File: config.mk
export PLATFORM = sky130hd
export DESIGN_NAME = mod_updown_counter_flat
export DESIGN_NICKNAME = d
export VERILOG_FILES = /design/src/rtl/mod_updown_counter_if.sv /design/src/rtl/mod_updown_counter.sv /design/src/flat_wrapper.sv
export SDC_FILE = /design/constraint.sdc
export NUM_CORES = 1
export LEC_CHECK = 0
export CORE_AREA = 2 2 39 41
export CTS_CLUSTER_SIZE = 20
export DETAILED_ROUTE_END_ITERATION = 12
export DIE_AREA = 0 0 41 43
export GPL_ROUTABILITY_DRIVEN = 0
export HOLD_SLACK_MARGIN = 0.02
export PLACE_DENSITY = 0.76
export SYNTH_ARGS = -nofsm -noshare
export SYNTH_HDL_FRONTEND = slang
export SYNTH_SLANG_ARGS = --single-unit
File: constraint.sdc
create_clock -name clk -period 2.6 [get_ports clk]
set_input_delay 0.39 -clock clk [delete_from_list [all_inputs] [get_ports clk]]
set_output_delay 0.39 -clock clk [all_outputs]
set_load 0.05 [all_outputs]
File: src/rtl/mod_updown_counter_if.sv
// Control and status bundle for mod_updown_counter.
// The master drives the counter's controls; the slave is the counter itself.
interface mod_updown_counter_if #(
   parameter int WIDTH = 4
);
   logic             en;
   logic             load;
   logic [WIDTH-1:0] d;
   logic [1:0]       mode;
   logic [WIDTH-1:0] q;
   logic             tc;
   logic             dir_up;

   modport master (
      output en, load, d, mode,
      input  q, tc, dir_up
   );

   modport slave (
      input  en, load, d, mode,
      output q, tc, dir_up
   );
endinterface

File: src/rtl/mod_updown_counter.sv
// Loadable modulo-N up/down counter with rotate-left mode and a registered wrap pulse.
// All outputs are registered, so no input reaches an output within the same cycle.
module mod_updown_counter #(
   parameter int WIDTH     = 4,
   parameter int MODULUS   = 16,
   parameter int RESET_VAL = 0
) (
   input logic                  clk,
   input logic                  rst_n,
   mod_updown_counter_if.slave  bus
);

   generate
      if (WIDTH < 2 || WIDTH > 16) begin : g_bad_width
         $error("mod_updown_counter: WIDTH must be in 2..16");
      end
      if (MODULUS < 2 || MODULUS > (1 << WIDTH)) begin : g_bad_modulus
         $error("mod_updown_counter: MODULUS must be in 2..2**WIDTH");
      end
      if (RESET_VAL < 0 || RESET_VAL >= MODULUS) begin : g_bad_reset_val
         $error("mod_updown_counter: RESET_VAL must be below MODULUS");
      end
   endgenerate

   // One extra bit lets MODULUS == 2**WIDTH be represented, making every compare against it true.
   localparam logic [WIDTH:0]   MOD_EXT  = (WIDTH + 1)'(MODULUS);
   localparam logic [WIDTH-1:0] MAX_VAL  = WIDTH'(MODULUS - 1);
   localparam logic [WIDTH-1:0] INIT_VAL = WIDTH'(RESET_VAL);

   typedef enum logic [1:0] {
      MODE_HOLD   = 2'b00,
      MODE_UP     = 2'b01,
      MODE_DOWN   = 2'b10,
      MODE_ROTATE = 2'b11
   } mode_e;

   mode_e            op_mode;
   logic [WIDTH-1:0] rot;
   logic [WIDTH-1:0] q_next;
   logic             tc_next;
   logic             dir_next;

   assign op_mode = mode_e'(bus.mode);
   assign rot     = {bus.q[WIDTH-2:0], bus.q[WIDTH-1]};

   // Wrap checks come before the +1/-1 so the arithmetic never leaves WIDTH bits.
   always_comb begin
      q_next   = bus.q;
      tc_next  = 1'b0;
      dir_next = bus.dir_up;
      if (bus.load) begin
         q_next = ({1'b0, bus.d} < MOD_EXT) ? bus.d : MAX_VAL;
      end else if (bus.en) begin
         case (op_mode)
            MODE_UP: begin
               dir_next = 1'b1;
               if (bus.q == MAX_VAL) begin
                  q_next  = '0;
                  tc_next = 1'b1;
               end else begin
                  q_next = bus.q + WIDTH'(1);
               end
            end
            MODE_DOWN: begin
               dir_next = 1'b0;
               if (bus.q == '0) begin
                  q_next  = MAX_VAL;
                  tc_next = 1'b1;
               end else begin
                  q_next = bus.q - WIDTH'(1);
               end
            end
            MODE_ROTATE: begin
               q_next = ({1'b0, rot} < MOD_EXT) ? rot : '0;
            end
            default: begin
               q_next = bus.q;
            end
         endcase
      end
   end

   always_ff @(posedge clk or negedge rst_n) begin
      if (!rst_n) begin
         bus.q      <= INIT_VAL;
         bus.tc     <= 1'b0;
         bus.dir_up <= 1'b1;
      end else begin
         bus.q      <= q_next;
         bus.tc     <= tc_next;
         bus.dir_up <= dir_next;
      end
   end

endmodule

File: src/flat_wrapper.sv
// flat-port wrapper written by rule: the top's interface ports become plain ports
module mod_updown_counter_flat 
#(
   parameter int WIDTH     = 4,
   parameter int MODULUS   = 16,
   parameter int RESET_VAL = 0
)
  (clk, rst_n, bus_en, bus_load, bus_d, bus_mode, bus_q, bus_tc, bus_dir_up);
  mod_updown_counter_if #(.WIDTH(WIDTH)) bus_i ();
  input logic clk;
  input logic rst_n;
  input wire logic [$bits(bus_i.en)-1:0] bus_en;
  input wire logic [$bits(bus_i.load)-1:0] bus_load;
  input wire logic [$bits(bus_i.d)-1:0] bus_d;
  input wire logic [$bits(bus_i.mode)-1:0] bus_mode;
  output wire logic [$bits(bus_i.q)-1:0] bus_q;
  output wire logic [$bits(bus_i.tc)-1:0] bus_tc;
  output wire logic [$bits(bus_i.dir_up)-1:0] bus_dir_up;
  assign bus_i.en = bus_en;
  assign bus_i.load = bus_load;
  assign bus_i.d = bus_d;
  assign bus_i.mode = bus_mode;
  assign bus_q = bus_i.q;
  assign bus_tc = bus_i.tc;
  assign bus_dir_up = bus_i.dir_up;
  mod_updown_counter #(.WIDTH(WIDTH), .MODULUS(MODULUS), .RESET_VAL(RESET_VAL)) u_core (.clk(clk), .rst_n(rst_n), .bus(bus_i));
endmodule
==> metrics.csv <==
metric,value,unit
dieArea,0.00176,sq mm
route.detailed.drc,0,
routedWlPerCell,12.3,um
htree_levels,1,
overflow,0,
clkTransAtPathRegs,50,ps
antenna_cells,0,
synth_edf_count,0,
p_sw_share,39.9,%
grt_max_degree,12,
clk_latency,240,ps
fin_tns_setup,0,ps
grt_pass1_vias,477,
p_leak,0.000288,uW
synth.cell_area,510,sq um
worstPathMaxFanout,10,
power.clock.fraction,21.7,%
critPathMaxStageDelay,860,ps
cp_top_family,buffers and inverters,
netlist_instances,59,
synth_nets,74,
cp_num_buf_inv,1,
drtIter0Drc,4,
p_sw,165,uW
io_pins,16,
drive_gt1_share,9.21,%
period_needed,1990,ps
yosysWarnings,0,
syn-mean-instance-area,8.65,sq um
synthFlopType,dfrtp_1,
peakVddDrop,0.146,mV
yosys.cell_types.count,31,
async_flop_share,100,%
postCtsResizedCells,0,
fmax,501,MHz
first_pass_iters,4,
startpoint_type,flop,
syn2layout_area_growth,34.8,%
fin_crit_sh,76.7,%
clockRootBuffer,clkbuf_4,
slowest_stage,clkdlybuf4s50_1,
placed_area,662,sq um
fin_skew,5.16,ps
seqPwrFrac,33.3,%
status,"complete, no violations",
final_area,688,sq um
p_int,249,uW
maxCapViolCount,0,
grt_pass1_wl,1860,um
tightest_slew,504,ps
cts_tree,yes,
cts_buffers,3,
cp_data_required_time,2210,ps
yosysSeqAreaShare,29.7,%
synth-seq-cells,6,
rsz0062_at_grt,false,
grt_use_total,15.0,%
pwr-share-comb,45.0,%
drt-total-wl,1130,um
antenna_found_initial,0,
worstPathCellList,clkdlybuf4s50_1,
core_area,0.00138,sq mm
cts.path.max_buffers,2,
postCtsSetupRepairBufs,0,
antenna_left,0,
critPathArrivalTime,1600,ps
hold_viol_final,0,
die_y,43,um
dp_slack,377,ps
rows,14,
fin_ws,605,ps
hold_ws,378,ps
cts_hold_buf,0,
finalPower,415,uW
power_density,603,mW/mm^2
die_w,41,um
drt-vias-per-instance,5.40,
min_path_type,in -> async,
slew_headroom,66.3,%
vias,497,
setup_viol,0,
worstSetupPathType,reg -> out,
endpoint_kind,primary output,
port_buffers,15,
maxSlewViolCount,0,
start_util,36.9,%
cts.sinks,6,
nNetsFinal,92,
## final timing paths
path | start | endpoint | slack (ps) | cells after the start
max in group asynchronous | rst_n | u_core.bus.dir_up | 1950 | 1
min in group clk | u_core.bus.dir_up | u_core.bus.dir_up | 480 | 2
worst max-delay path | u_core.bus.q[2] | bus_q[2] | 610 | 1
worst min register to register | u_core.bus.dir_up | u_core.bus.dir_up | 480 | 2
worst min-delay path | rst_n | u_core.bus.q[0] | 380 | 1
worst max register to register | u_core.bus.q[0] | u_core.bus.q[2] | 920 | 5
## metrics by stage
stage / util [%] / cells
floorplan: - / 59
global placement: 47.8 / 88
detailed placement: 47.8 / 88
CTS: 49.7 / 92
global route: 49.7 / 92
finish: 49.7 / 92
## final cells by class
| type | instances | area, sq um |
|---|---|---|
| inverters | 6 | 22.5 |
| well taps | 16 | 20.0 |
| fillers | 137 | 696 |
| clock buffers | 4 | 26.3 |
| repair buffers | 15 | 150 |
| flip-flops and latches | 6 | 151 |
| multi-input cells | 45 | 318 |
## metal layers
layer / GRT usage, % / part of all wire, % / up-vias
met5: 0 / 0 / -
met4: 10.0 / 1.6 / 0
met3: 0 / 4.3 / 2
met2: 25.9 / 52 / 14
met1: 16.5 / 42 / 228
li1: - / - / 253
## flip-flops by register name (all words and copies together) (netlist names)
signal and cells:
u_core.bus.dir_up 1, u_core.bus.q 4, u_core.bus.tc 1
## kinds of logic after synthesis
logic type / count (synthesis) / synth area share (%)
and+or+nand+nor: 21 / 20.8
AOI/OAI and AO/OA: 17 / 25.5
buffers and inverters: 8 / 8.09
DFF: 6 / 29.7
adders and majority gates: 5 / 12.3
xor gates and xnor gates: 1 / 1.72
muxes: 1 / 1.96
## placed cells by master (no fill, tap or decap), types with 2 or more instances in the layout
cell type,n
inv_1,5
nand2_1,5
a221o_1,3
o21ai_0,4
nand3b_1,2
dfrtp_1,5
ha_1,5
nor3_1,3
or3_1,2
clkdlybuf4s50_1,15
nor2_1,4
clkbuf_4,3
## synth_stat cells, drive strengths merged, types with 2 or more instances
master,number,area [sq um]
nor2,5,21.3
ha,5,62.6
nand3b,2,15.0
a221o,3,30.0
buf,2,18.8
inv,6,22.5
o21ai,4,20.0
or3,2,12.5
nor3,3,15.0
nand2,5,18.8
dfrtp,5,125
## worst reg2reg max path, cell delays in order, from the launching register on
cell and delay [ps]:
dfrtp_1 490, inv_2 70, ha_1 240, a221o_1 350, a221oi_1 290, o31ai_1 110
## power groups by stage
| stage | logic [uW] | clock network, uW | registers [uW] |
|---|---|---|---|
| 5_1_grt | 206 | 97.3 | 141 |
| 2_1_floorplan | 78.3 | 0 | 184 |
| 3_5_place_dp | 187 | 0 | 139 |
| 4_1_cts | 188 | 95.0 | 138 |
| 6_report | 187 | 90.0 | 138 |
| 3_3_place_gp | 184 | 0 | 138 |
(Power assumes the default switching activity.)
